--- src/rtl/key_conditioner.sv ---
// Multi-channel key conditioner: synchronizer, per-key debounce FSM, registered press/release pulses.
// Define KEY_AUTOREPEAT_EN to add auto-repeat pressed pulses while a key stays held.
module key_conditioner #(
  parameter int N_KEYS       = 4,
  parameter int SYNC_STAGES  = 2,
  parameter int DB_CYCLES    = 4,
  parameter int REPEAT_DELAY = 64,
  parameter int REPEAT_RATE  = 16
) (
  input  logic              clkSelect,
  input  logic              RST,
  input  logic [N_KEYS-1:0] key_n,
  input  logic              en,
  output logic [N_KEYS-1:0] pressed,
  output logic [N_KEYS-1:0] released,
  output logic [N_KEYS-1:0] held,
  output logic              any_held
);

  localparam int CW = $clog2(DB_CYCLES + 1);

  typedef enum logic [1:0] {IDLE, DB_PRESS, HELD, DB_RELEASE} state_t;

  if (N_KEYS < 1 || N_KEYS > 16 || SYNC_STAGES < 2 || SYNC_STAGES > 4 ||
      DB_CYCLES < 1 || DB_CYCLES > 255 || REPEAT_DELAY < 1 || REPEAT_RATE < 1) begin : g_badParams
    $error("key_conditioner: parameter out of range");
  end

`ifdef KEY_AUTOREPEAT_EN
  localparam int REP_MAX = (REPEAT_DELAY > REPEAT_RATE) ? REPEAT_DELAY : REPEAT_RATE;
  localparam int RW      = $clog2(REP_MAX + 1);
`endif

  logic [N_KEYS-1:0][SYNC_STAGES-1:0] sync_q;
  logic [N_KEYS-1:0] s;
  logic [N_KEYS-1:0] pressed_d, released_d, held_d;
  logic [N_KEYS-1:0] pressed_q, released_q, held_q;
  logic              anyHeld_q;

  // Inverted so that a 1 in the chain always means "pressed"; reset reads as released.
  always_ff @(posedge clkSelect) begin
    if (RST) begin
      sync_q <= '0;
    end else begin
      for (int k = 0; k < N_KEYS; k++) begin
        sync_q[k] <= {sync_q[k][SYNC_STAGES-2:0], ~key_n[k]};
      end
    end
  end

  for (genvar k = 0; k < N_KEYS; k++) begin : g_ch
    state_t        state_q, state_d;
    logic [CW-1:0] cnt_q, cnt_d;
    logic          pressEv, relEv, repEv;

    assign s[k] = sync_q[k][SYNC_STAGES-1];

    always_ff @(posedge clkSelect) begin
      if (RST) begin
        state_q <= IDLE;
        cnt_q   <= '0;
      end else begin
        state_q <= state_d;
        cnt_q   <= cnt_d;
      end
    end

    always_comb begin
      state_d = state_q;
      cnt_d   = cnt_q;
      pressEv = 1'b0;
      relEv   = 1'b0;
      case (state_q)
        IDLE: begin
          if (s[k]) begin
            state_d = DB_PRESS;
            cnt_d   = CW'(1);
          end
        end
        DB_PRESS: begin
          if (!s[k]) begin
            state_d = IDLE;
            cnt_d   = '0;
          end else if (cnt_q == CW'(DB_CYCLES)) begin
            state_d = HELD;
            cnt_d   = '0;
            pressEv = 1'b1;
          end else begin
            cnt_d = cnt_q + CW'(1);
          end
        end
        HELD: begin
          if (!s[k]) begin
            state_d = DB_RELEASE;
            cnt_d   = CW'(1);
          end
        end
        DB_RELEASE: begin
          if (s[k]) begin
            state_d = HELD;
            cnt_d   = '0;
          end else if (cnt_q == CW'(DB_CYCLES)) begin
            state_d = IDLE;
            cnt_d   = '0;
            relEv   = 1'b1;
          end else begin
            cnt_d = cnt_q + CW'(1);
          end
        end
        default: begin
          state_d = IDLE;
          cnt_d   = '0;
        end
      endcase
    end

`ifdef KEY_AUTOREPEAT_EN
    logic [RW-1:0] rep_q, rep_d;
    logic          repFirst_q, repFirst_d;

    always_ff @(posedge clkSelect) begin
      if (RST) begin
        rep_q      <= '0;
        repFirst_q <= 1'b1;
      end else begin
        rep_q      <= rep_d;
        repFirst_q <= repFirst_d;
      end
    end

    // Counts only while staying in HELD, so DB_RELEASE and the exit edge freeze it.
    always_comb begin
      rep_d      = rep_q;
      repFirst_d = repFirst_q;
      repEv      = 1'b0;
      if (pressEv) begin
        rep_d      = '0;
        repFirst_d = 1'b1;
      end else if (state_q == HELD && s[k]) begin
        if (rep_q + RW'(1) == (repFirst_q ? RW'(REPEAT_DELAY) : RW'(REPEAT_RATE))) begin
          repEv      = 1'b1;
          rep_d      = '0;
          repFirst_d = 1'b0;
        end else begin
          rep_d = rep_q + RW'(1);
        end
      end
    end
`else
    assign repEv = 1'b0;
`endif

    assign pressed_d[k]  = en & (pressEv | repEv);
    assign released_d[k] = en & relEv;
    assign held_d[k]     = (state_d == HELD) || (state_d == DB_RELEASE);
  end

  always_ff @(posedge clkSelect) begin
    if (RST) begin
      pressed_q  <= '0;
      released_q <= '0;
      held_q     <= '0;
      anyHeld_q  <= 1'b0;
    end else begin
      pressed_q  <= pressed_d;
      released_q <= released_d;
      held_q     <= held_d;
      anyHeld_q  <= |held_d;
    end
  end

  assign pressed  = pressed_q;
  assign released = released_q;
  assign held     = held_q;
  assign any_held = anyHeld_q;

endmodule

--- config.mk ---
export PLATFORM = sky130hd
export DESIGN_NAME = key_conditioner
export DESIGN_NICKNAME = d
export VERILOG_FILES = /design/src/rtl/key_conditioner.sv
export SDC_FILE = /design/constraint.sdc
export NUM_CORES = 1
export LEC_CHECK = 0
export BUFFER_PORTS_ARGS = -buffer_cell sky130_fd_sc_hd__buf_2
export CORE_MARGIN = 4
export CORE_UTILIZATION = 49
export DETAILED_ROUTE_END_ITERATION = 8
export GPL_ROUTABILITY_DRIVEN = 1
export HOLD_SLACK_MARGIN = 0.02
export PLACE_DENSITY = 0.74
export SLEW_MARGIN = 10
export SYNTH_ARGS = -nofsm -noshare
export SYNTH_HDL_FRONTEND = slang
export SYNTH_SLANG_ARGS = --single-unit
--- constraint.sdc ---
create_clock -name clkSelect -period 1.5 [get_ports clkSelect]
set_clock_uncertainty 0.1 [all_clocks]
set_input_delay 0.225 -clock clkSelect [delete_from_list [all_inputs] [get_ports clkSelect]]
set_output_delay 0.225 -clock clkSelect [all_outputs]
set_load 0.005 [all_outputs]
Word level (Yosys, flattened, before mapping)
Index checks and enable logic that the tools add are counted.
{"block": "totals", "register_bits": 41, "input_bits": 7, "out_inout_bits": 13}
{"block": "op_classes", "addsub": 4, "n_eq_ne": 32, "mux": 72, "bitwise_logic": 12, "n_reduce_logical": 13}
{"op": "$mux 3", "count": 20}
{"op": "$mux 2", "count": 24}
{"op": "$pmux 3 s4", "count": 4}
{"op": "$eq 2x2->1 const B", "count": 16}
{"op": "$pmux 2 s4", "count": 4}
{"op": "$mux 1", "count": 20}
{"op": "$ne 2x2->1 const B", "count": 8}
{"op": "$add 3x1->3 const B", "count": 4}
{"op": "$eq 3x3->1 const B", "count": 4}
{"op": "$and 1x1->1", "count": 8}
{"op": "$eq 2x1->1 const B", "count": 4}
{"op": "$logic_not 2->1", "count": 4}
{"op": "$reduce_and 2->1", "count": 4}
{"op": "$logic_or 1x1->1", "count": 4}
{"op": "$not 1->1", "count": 4}
{"op": "$reduce_or 4->1", "count": 1}

Logic depth before layout (Yosys ltp)
Gate-level depths: netlist of the first run.
{"block": "depth", "depth_word": 7, "mapped_depth": 6, "ltp_nobuf": 6}

Worst setup path before layout of the first run
Ideal clock, no wire load.
{"block": "synth_path", "kind": "register to register", "from": "register g_ch[3].cnt_q[0]", "to": "register anyHeld_q, in the netlist any_held", "setup_time_ps": 140, "t_arrival_ps": 1123, "required_time_ps": 1260, "path_slack_ps": 137, "path_stages_with_launch": 6, "path_buffers": 0, "synth_period_minus_slack_ps": 1363, "cell_sequence": "dfxtp_1 inv_1 ha_1 and3_1 mux2i_1 a41oi_1"}
{"block": "synth_between", "elab_chain_cells": 7, "elab_cells_between_ends": 10, "cone_classes": "3 x eq/ne; 5 x mux; 2 x reduce/logical"}
{"element": "start, declared", "line": "53", "rtl": "logic [CW-1:0] cnt_q, cnt_d;"}
{"element": "start signal, assigned", "line": "64", "rtl": "cnt_q <= cnt_d;"}
{"element": "$eq 3x3->1 *", "line": "84, 102"}
{"element": "$mux 2, on equally long branches", "line": "102, 84"}
{"element": "$mux 2, on equally long branches", "line": "99, 81"}
{"element": "$pmux 2 s4 *", "line": "73", "rtl": "case (state_q)"}
{"element": "$eq 2x2->1", "line": "155", "rtl": "assign held_d[k] = (state_d == HELD) || (state_d == DB_RELEASE);"}
{"element": "$logic_or 1x1->1 *", "line": "155"}
{"element": "$reduce_or 4->1 *", "line": "168", "rtl": "anyHeld_q <= |held_d;"}
{"element": "end signal, assigned", "line": "168"}
{"element": "end, declared", "line": "38", "rtl": "logic anyHeld_q;"}
Every way passes the cells marked *; elsewhere a longest branch is shown, timed or not.
A chain may end at the register's enable or synchronous reset.

Final worst setup path of the first run
{"block": "layout_path", "from": "register g_ch[2].cnt_q[0]", "to": "register anyHeld_q, in the netlist any_held"}
{"block": "layout_between", "elab_chain_cells": 7, "elab_cells_between_ends": 10, "cone_classes": "3 x eq/ne; 5 x mux; 2 x reduce/logical"}
{"element": "start, declared", "line": "53"}
{"element": "start signal, assigned", "line": "64"}
{"element": "$eq 3x3->1 *", "line": "84, 102"}
{"element": "$mux 2, on equally long branches", "line": "102, 84"}
{"element": "$mux 2, on equally long branches", "line": "99, 81"}
{"element": "$pmux 2 s4 *", "line": "73"}
{"element": "$eq 2x2->1", "line": "155"}
{"element": "$logic_or 1x1->1 *", "line": "155"}
{"element": "$reduce_or 4->1 *", "line": "168"}
Marked as above.

==> reports/metrics.yaml, run 1 <==
gr-max-usage-layer: "met2"
clk_latency_ps: 330
cts_tree: "done"
dp_cells: 218
report.power.total_mw: 1.672
max_freq_ghz: 0.6903
detailedRoute.firstIterationViolations: 37
critPathLaunch: "g_ch[2].cnt_q[0]"
synth_flop_cell: "dfxtp_1"
fin_area_sq_um: 1897
crit_cells: 6
finalWorstSetupSlack_ps: 51.38
grt-ovfl-total: 0
grt_pass1_wl_mm: 4.712
nNetsFinal: 203
critPathMaxStageDelay_ps: 340
r2r_cells: 6
nFillCells: 266
synth_commonest_cells: "dfxtp_1, nor2_1, nor3b_1"
fin_cells: 233
grt_usage: 0.1464
die_x_microns: 64.90
routed-via-count: 1159
synth_edf_count: 0
async_reset_ff_frac: 0
root_buffer: "clkbuf_4"
synthMostInstantiatedCell: "dfxtp_1"
port_buffers: 19
yosys-top-cells-area: "dfxtp_1, nor3b_1, ha_1, nor2_1, xor2_2"
worstSetupPathType: "register to register"
cpLargestDelayFamily: "flip-flops"
use_met2: 0.2503
relSlewSlack: 0.7679
hold_depth: 4
drtPass1Iterations: 4
dpl.hpwl_mm: 1.936
status: "finished, final reports clean"
drive_above_1_share: 0.3228
ir_drop_v: 0.0005711
clock_sinks: 39
numCtsBuffers: 5
post-place-ws_ps: 16.71
detail_route.wl_per_cell_microns: 12.10
yosysTopAreaCell: "dfxtp_1"
maxSlewViolCount: 0
worstPathBufferInverterCount: 1
min_path_type: "primary input to register"
ios: 20
cp_cell_sequence: "inv_1, ha_2, nand2_2, nor2_4, mux2i_2, a41oi_2"
n_antenna_cell: 0
syn_inst: 159
grt_max_degree: 36
end_kind: "register"
h-tree-depth: 2
dieArea_sq_um: 4212
wirelength_mm: 2.819
crit_fanout: 3
viasPerCell: 4.974
fin_crit_sh: 0.9657
drc_errors: 0
timing.setup.tns_ps: 0
syn_to_final_growth_pct: 19.56
place.gp.congestion: 0.7908
start_util: 0.5154
core_sq_um: 3078
r2r-end: "any_held"
clk_pin_slew_worst_paths_ps: 110
syn_area_per_cell_sq_um: 9.978
yosys.cell_types.count: 30
use_met3: 0.04333
syn_nets: 174
period_needed_ps: 1449
syn_area_sq_um: 1587
grt_pass1_vias: 1082
grt_use_met1: 0.1638
cp-start-kind: "register"
hold_violations: 0
yosys_register_bits: 39
setup_violations: 0
powerDensity_nw_per_um2: 881.6
cp-endpoint: "any_held"
clock_path_buffers: 2
rr_startpoint: "g_ch[2].cnt_q[0]"
rrSetupSlack_ps: 50
synth_seq_area_share: 0.4921
power.leakage_nw: 0.7609
max_cap_viol_count: 0
die_y_microns: 64.90
arrival_ps: 1570
slowest_stage: "dfxtp_2"
tightest_slew_ps: 348.2
yosysWarnings: 0
place_area_sq_um: 1719
cp.required_ps: 1620
antenna_left: 0
synthDominantCellAreaShare: 0.4921
rows: 20
antenna_found_initial: 0
==> registers in the layout (all words and copies together) (netlist names) <==
register and flops:
any_held 1, g_ch.cnt_q 12, g_ch.state_q 8, held 2
pressed 4, released 4, s 4, sync_q 4
==> placed cells by master, fill, tap and decap left out, types with 5 or more instances in the layout <==
cell type	count
buf_2	19
ha_1	7
inv_1	12
a21oi_1	5
nor3b_1	15
dfxtp_1	33
buf_4	5
clkbuf_4	5
dfxtp_2	6
nor2_1	26
==> cells by family (layout without fill, tap and decap cells) <==
| family | count (synthesis) | in the layout | synth area share |
|---|---|---|---|
| simple gates | 65 | 65 | 0.2279 |
| mux | 4 | 4 | 0.02524 |
| xor+xnor | 4 | 4 | 0.03628 |
| compound gates | 21 | 21 | 0.1065 |
| buf+inv | 18 | 48 | 0.04889 |
| flops | 39 | 39 | 0.4921 |
| fa+ha+maj | 8 | 8 | 0.06309 |
==> metrics by stage <==
step | hold WS (ps) | utilization
4_1_cts | 110.7 | 0.5878
2_1_floorplan | 197.4 | -
5_1_grt | 127.4 | 0.6163
6_report | 122.5 | 0.6163
3_3_place_gp | 283.3 | 0.5585
3_5_place_dp | 283.5 | 0.5585
==> power breakdown <==
part           internal [mW]  total, mW  switching (mW)
registers               1.06       1.07          0.0171
logic                 0.0497      0.104          0.0541
clock network          0.183      0.496           0.313
total                   1.29       1.67           0.385
==> cell type report <==
| cell class | count | area [sq um] | area share |
|---|---|---|---|
| Clock buffer | 7 | 45.04 | 0.02375 |
| Clock inverter | 1 | 5.005 | 0.002639 |
| Inverter | 12 | 45.04 | 0.02375 |
| Multi-Input combinational cell | 102 | 785.8 | 0.4142 |
| Sequential cell | 39 | 788.3 | 0.4156 |
| Tap cell | 44 | 55.05 | 0.02902 |
| Timing Repair Buffer | 28 | 172.7 | 0.09103 |
==> repair_timing <==
| action | 4_1_cts | 5_1_grt |
|---|---|---|
| gates resized for setup | 0 | 19 |
| hold endpoints to repair | 4 | 0 |
| endpoints found under the setup margin | 0 | 5 |
| hold buffers | 4 | 0 |
| setup buffers | 0 | 3 |
==> worst reg2reg max path: stages (launching register included) <==
cell,delay (ps)
dfxtp_2,340
inv_1,50
ha_2,190
nand2_2,80
nor2_4,150
mux2i_2,290
a41oi_2,140
==> per-layer routing <==
layer / share of wire / up-vias
met5: 0 / -
met4: 0.026 / 0
met3: 0.037 / 9
met2: 0.50 / 18
met1: 0.44 / 548
li1: - / 584
==> worst min-delay path by stage <==
stage / endpoint / startpoint
floorplan: sync_q[0] / key_n[0]
global placement: sync_q[2] / key_n[1]
detailed placement: sync_q[2] / key_n[1]
CTS: pressed[3] / RST
global route: released[0] / RST
finish: released[2] / RST
(Power assumes the default switching activity.)
==> run 2, diff against run 1 <==
Settings changed: ABC_AREA from default to 1.
==> reports/metrics.yaml, run 2 <==
status: "finished, final reports clean"  # unchanged
synthAdderAreaFrac: 0.06309  # unchanged
grt_max_degree: 19  # was 36
routed-via-count: 1201  # was 1159
core_sq_um: 3078  # unchanged
yosys-top-cells-area: "dfxtp_1, nand2_1, ha_1, inv_1, nor2_1"  # was dfxtp_1, nor3b_1, ha_1, nor2_1, xor2_2
yosysWarnings: 0  # unchanged
powerDensity_nw_per_um2: 1027  # was 881.6 nW/um^2
grt-ovfl-total: 0  # unchanged
cp_cell_sequence: "inv_1, ha_1, nand3_2, nand2_1, nand2_1, nand2_2, nor2_1, nor2_1"  # was inv_1, ha_2, nand2_2, nor2_4, mux2i_2, a41oi_2
postCtsSetupBuffers: 0  # unchanged
synth_edf_count: 0  # unchanged
syn_area_sq_um: 1587  # unchanged
setup_violations: 0  # unchanged
synth-simple-area-share: 0.2792  # was 0.2279
largest_register: "g_ch.cnt_q"  # unchanged
syn_area_per_cell_sq_um: 8.263  # was 9.978 sq um
reg_top3: "g_ch.cnt_q: 12 flops, g_ch.state_q: 8 flops"  # unchanged
fin_crit_sh: 0.8827  # was 0.9657
root_buffer: "clkbuf_4"  # unchanged
detail_route.wl_per_cell_microns: 9.989  # was 12.10 microns
multiInputGateArea_sq_um: 654.4  # was 785.8 sq um
drive_above_1_share: 0.1963  # was 0.3228
worstSetupPathType: "register to register"  # unchanged
clock_sinks: 39  # unchanged
synth_commonest_cells: "dfxtp_1, nand2_1, inv_1"  # was dfxtp_1, nor2_1, nor3b_1
synth_seq_area_share: 0.4921  # unchanged
muxShareOfSynthArea: 0  # was 0.02524
numCtsBuffers: 5  # unchanged
synth_flop_cell: "dfxtp_1"  # unchanged
relSlewSlack: 0.8285  # was 0.7679
period_needed_ps: 1324  # was 1449 ps
grt_usage: 0.1451  # was 0.1464
rows: 20  # unchanged
ios: 20  # unchanged
yosys_register_bits: 39  # unchanged
use_met2: 0.2350  # was 0.2503
drtPass1Iterations: 4  # unchanged
arrival_ps: 1480  # was 1570 ps
drc_errors: 0  # unchanged
hold_violations: 0  # unchanged
clk_latency_ps: 360  # was 330 ps
critPathMaxStageDelay_ps: 390  # was 340 ps
detailedRoute.firstIterationViolations: 67  # was 37
ir_drop_v: 0.0005530  # was 0.0005711 V
grt_pass1_wl_mm: 4.609  # was 4.712 mm
largest_reg_flops: 12  # unchanged
max_cap_viol_count: 0  # unchanged
synth_xor_xnor_area_share: 0.01104  # was 0.03628
antenna_left: 0  # unchanged
max_freq_ghz: 0.7552  # was 0.6903 GHz
grt_setup_unrepaired: "false"
async_reset_ff_frac: 0  # unchanged
clock_path_buffers: 2  # unchanged
end_kind: "register"  # unchanged
synthDominantCellAreaShare: 0.4921  # unchanged
dpl.hpwl_mm: 1.856  # was 1.936 mm
cp-start-kind: "register"  # unchanged
regArea_sq_um: 780.7  # was 788.3 sq um
syn_to_final_growth_pct: 14.91  # was 19.56%
synth_top_family_by_area: "simple AND/OR/NAND/NOR gates"  # unchanged
die_y_microns: 64.90  # unchanged
crit_fanout: 4  # was 3
viasPerCell: 4.567  # was 4.974
slowest_stage: "dfxtp_1"  # was dfxtp_2
syn_nets: 207  # was 174
nNetsFinal: 233  # was 203
place.gp.congestion: 0.8812  # was 0.7908
cp.required_ps: 1660  # was 1620 ps
r2r_cells: 8  # was 6
use_met3: 0.06239  # was 0.04333
power.leakage_nw: 0.8243  # was 0.7609 nW
dieArea_sq_um: 4212  # unchanged
h-tree-depth: 2  # unchanged
final_cell_mix: "dfxtp_1, nand2_1, inv_1"  # was dfxtp_1, nor2_1, buf_2
die_x_microns: 64.90  # unchanged
nFillCells: 287  # was 266
port_buffers: 19  # unchanged
min_path_type: "primary input to register"  # unchanged
tightest_slew_ps: 256.9  # was 348.2 ps
hold_depth: 2  # was 4
fin_cells: 263  # was 233
synthMostInstantiatedCell: "dfxtp_1"  # unchanged
wirelength_mm: 2.627  # was 2.819 mm
grt_use_met1: 0.1611  # was 0.1638
gr-max-usage-layer: "met2"  # unchanged
clk_pin_slew_worst_paths_ps: 120  # was 110 ps
yosysTopAreaCell: "dfxtp_1"  # unchanged
cts_tree: "done"  # unchanged
final_common_cell: "dfxtp_1"  # unchanged
syn_inst: 192  # was 159
dp_cells: 251  # was 218
synth-compound-area-share: 0.05915  # was 0.1065
grt_pass1_vias: 1114  # was 1082
maxSlewViolCount: 0  # unchanged
n_antenna_cell: 0  # unchanged
start_util: 0.5154  # unchanged
yosys.cell_types.count: 29  # was 30
timing.setup.tns_ps: 0  # unchanged
antenna_found_initial: 0  # unchanged
## run 2: changes by cell type after synthesis, moves of 5 or more
cell	delta
inv_1	+12
nor3_1	+6
a21oi_1	+5
nor3b_1	-15
nand2_1	+32
nand3_1	+10
## run 2: what timing repair did
action	4_1_cts	5_1_grt
gates resized for setup	0	0
hold endpoints to repair	4	0
hold buffers	4	0
## run 2: worst max-delay path, delay by kind of cell (launching register included)
family	cells	cell delay, ps
buffers and inverters	1	60
flip-flops	1	390
adder cells (fa/ha/maj)	1	220
AND/OR/NAND/NOR	6	470
## run 2: cells by family after synthesis
| family | Yosys count |
|---|---|
| buf+inv | 33 |
| fa+ha+maj | 8 |
| flops | 39 |
| simple gates | 93 |
| xor+xnor | 2 |
| compound gates | 17 |
## run 2: layer usage
metal / share of wire / vias up
met5: 0 / -
met3: 0.057 / 6
met2: 0.44 / 21
met4: 0.023 / 0
li1: - / 655
met1: 0.48 / 519
## run 2: stage by stage
stage | power (mW) | utilization | hold slack [ps] | setup slack [ps] | area, sq um
after floorplan | 1.154 | - | 197.4 | 280.8 | 1587
after global placement | 1.173 | 0.5528 | 283.8 | 201.8 | 1702
after detailed placement | 1.175 | 0.5528 | 283.0 | 181.9 | 1702
after CTS | 1.898 | 0.5923 | 39.21 | 160.3 | 1823
after global routing | 1.953 | 0.5923 | 57.85 | 77.98 | 1823
final | 1.871 | 0.5923 | 60.80 | 175.9 | 1823
## run 2: worst paths after layout
| check | from | end | slack [ps] |
|---|---|---|---|
| worst min-delay path | RST | sync_q[2] | 60 |
| worst min register to register | sync_q[6] | s[3] | 290 |
| worst max-delay path | g_ch[1].cnt_q[0] | any_held | 180 |
| worst max register to register | g_ch[1].cnt_q[0] | any_held | 180 |
## run 2: where the power goes
part	switching (mW)	internal [mW]
logic	0.0540	0.0361
clock network	0.362	0.351
registers	0.0144	1.05
total	0.430	1.44
## run 2: final cells by class
class / count / area share
Tap cell: 44 / 0.03020
Clock buffer: 5 / 0.02059
Inverter: 28 / 0.05971
Sequential cell: 39 / 0.4283
Multi-Input combinational cell: 120 / 0.3590
Clock inverter: 3 / 0.02402
Timing Repair Buffer: 24 / 0.07824
==> run 3, diff against run 2 <==
Settings changed: CTS_CLUSTER_SIZE from default to 20, PLACE_DENSITY 0.74 to 0.83.
==> reports/metrics.yaml, run 3 (synthesis results as in run 2) <==
status: "finished, final reports clean"  # unchanged
routed-via-count: 1263  # was 1201
ios: 20  # unchanged
largest_register: "g_ch.cnt_q"  # unchanged
largest_reg_flops: 12  # unchanged
max_freq_ghz: 0.7386  # was 0.7552 GHz
fin_area_sq_um: 1810  # was 1823 sq um
period_needed_ps: 1354  # was 1324 ps
port_buffers: 19  # unchanged
fin_crit_sh: 0.9026  # was 0.8827
power.leakage_nw: 0.8177  # was 0.8243 nW
max_cap_viol_count: 0  # unchanged
drtPass1Iterations: 4  # unchanged
dp_cells: 251  # unchanged
wirelength_mm: 2.762  # was 2.627 mm
end_kind: "register"  # unchanged
rr_startpoint: "g_ch[2].cnt_q[0]"  # was g_ch[1].cnt_q[0]
grt_max_degree: 26  # was 19
clock_sinks: 39  # unchanged
relSlewSlack: 0.8240  # was 0.8285
powerDensity_nw_per_um2: 970.3  # was 1027 nW/um^2
place.gp.congestion: 0.8642  # was 0.8812
h-tree-depth: 2  # unchanged
final_cell_mix: "dfxtp_1, nand2_1, inv_1"  # unchanged
setup_violations: 0  # unchanged
cts_tree: "done"  # unchanged
die_y_microns: 64.90  # unchanged
grt-ovfl-total: 0  # unchanged
crit_fanout: 5  # was 4
r2r-end: "any_held"  # unchanged
clock_path_buffers: 2  # unchanged
worstSetupPathType: "register to register"  # unchanged
timing.setup.tns_ps: 0  # unchanged
holdPathEnd: "pressed[2]"  # was sync_q[2]
grt_usage: 0.1533  # was 0.1451
grt_setup_unrepaired: "false"  # unchanged
clk_latency_ps: 330  # was 360 ps
place_area_sq_um: 1702  # unchanged
antenna_found_initial: 0  # unchanged
min_path_type: "primary input to register"  # unchanged
whs_ps: 95.33  # was 60.80 ps
ir_drop_v: 0.0006365  # was 0.0005530 V
numCtsBuffers: 5  # unchanged
antenna_left: 0  # unchanged
arrival_ps: 1480  # about the same
clk_pin_slew_worst_paths_ps: 110  # was 120 ps
rrSetupSlack_ps: 150  # was 180 ps
die_x_microns: 64.90  # unchanged
dieArea_sq_um: 4212  # unchanged
drive_above_1_share: 0.1918  # was 0.1963
detail_route.wl_per_cell_microns: 10.50  # was 9.989 microns
nNetsFinal: 233  # unchanged
reg_top3: "g_ch.cnt_q: 12 flops, g_ch.state_q: 8 flops"  # unchanged
cp_cell_sequence: "inv_1, ha_1, nand3_4, nand2_1, o21ai_2, nand2_1, nor2_1, nor2_1"  # was inv_1, ha_1, nand3_2, nand2_1, nand2_1, nand2_2, nor2_1, nor2_1
dpl.hpwl_mm: 1.971  # was 1.856 mm
slowest_stage: "dfxtp_1"  # unchanged
core_sq_um: 3078  # unchanged
drc_errors: 0  # unchanged
grt_pass1_wl_mm: 4.905  # was 4.609 mm
n_antenna_cell: 0  # unchanged
syn_to_final_growth_pct: 14.12  # was 14.91%
r2r_cells: 8  # unchanged
cp-start-kind: "register"  # unchanged
start_util: 0.5154  # unchanged
worst_hold_startpoint: "en"  # was RST
critPathMaxStageDelay_ps: 370  # was 390 ps
hold_violations: 0  # unchanged
hold_depth: 3  # was 2
cp.required_ps: 1630  # was 1660 ps
cts-resized-gates: 0  # unchanged
grt_pass1_vias: 1184  # was 1114
root_buffer: "clkbuf_4"  # unchanged
fin_cells: 263  # unchanged
final_common_cell: "dfxtp_1"  # unchanged
viasPerCell: 4.802  # was 4.567
maxSlewViolCount: 0  # unchanged
detailedRoute.firstIterationViolations: 66  # was 67
tightest_slew_ps: 263.7  # was 256.9 ps
rows: 20  # unchanged
## run 3: how the worst max path moves through the flow
stage	cells past startpoint	slack, ps	from	endpoint
final	8	150	g_ch[2].cnt_q[0]	any_held
after detailed placement	8	160	g_ch[2].cnt_q[0]	any_held
after CTS	8	140	g_ch[2].cnt_q[0]	any_held
after global routing	8	50	g_ch[2].cnt_q[0]	any_held
after global placement	8	210	g_ch[1].cnt_q[0]	any_held
after floorplan	8	280	g_ch[2].cnt_q[0]	any_held
## run 3: repair_timing
| action | 4_1_cts | 5_1_grt |
|---|---|---|
| hold buffers | 4 | 0 |
| buffers inserted | 0 | 0 |
| endpoints found under the hold margin | 4 | 0 |
## run 3: per-stage QoR
stage | worst slack (ps) | utilization | total power, mW
3_5_place_dp | 160.6 | 0.5528 | 1.176
4_1_cts | 141.5 | 0.5882 | 1.781
2_1_floorplan | 280.8 | - | 1.154
5_1_grt | 49.20 | 0.5882 | 1.847
3_3_place_gp | 209.0 | 0.5528 | 1.171
6_report | 146.1 | 0.5882 | 1.757
## run 3: metal layers
layer,wire [microns],GRT usage
met5,0,0
met4,54,0.09763
met3,171,0.04506
met2,1317,0.2478
met1,1219,0.1755
## run 3: power by group
part / switching [mW] / internal [mW]
Combinational: 0.0548 / 0.0364
Clock: 0.321 / 0.276
Sequential: 0.0147 / 1.05
Total: 0.390 / 1.37
## run 3: area by class of cell
class                      instances  area, sq um
timing repair buffer              24        142.6
fill                             285         1267
sequential                        39        780.7
multi-input combinational        120        654.4
clock buffer                       8        68.82
inverter                          28        108.9
tap                               44        55.05
## run 3: worst max-delay path, delay by kind of cell, from the launching register on
| kind | cells | cell delay, ps |
|---|---|---|
| compound gates | 1 | 70 |
| fa+ha+maj | 1 | 250 |
| buf+inv | 1 | 70 |
| flops | 1 | 370 |
| simple gates | 5 | 380 |
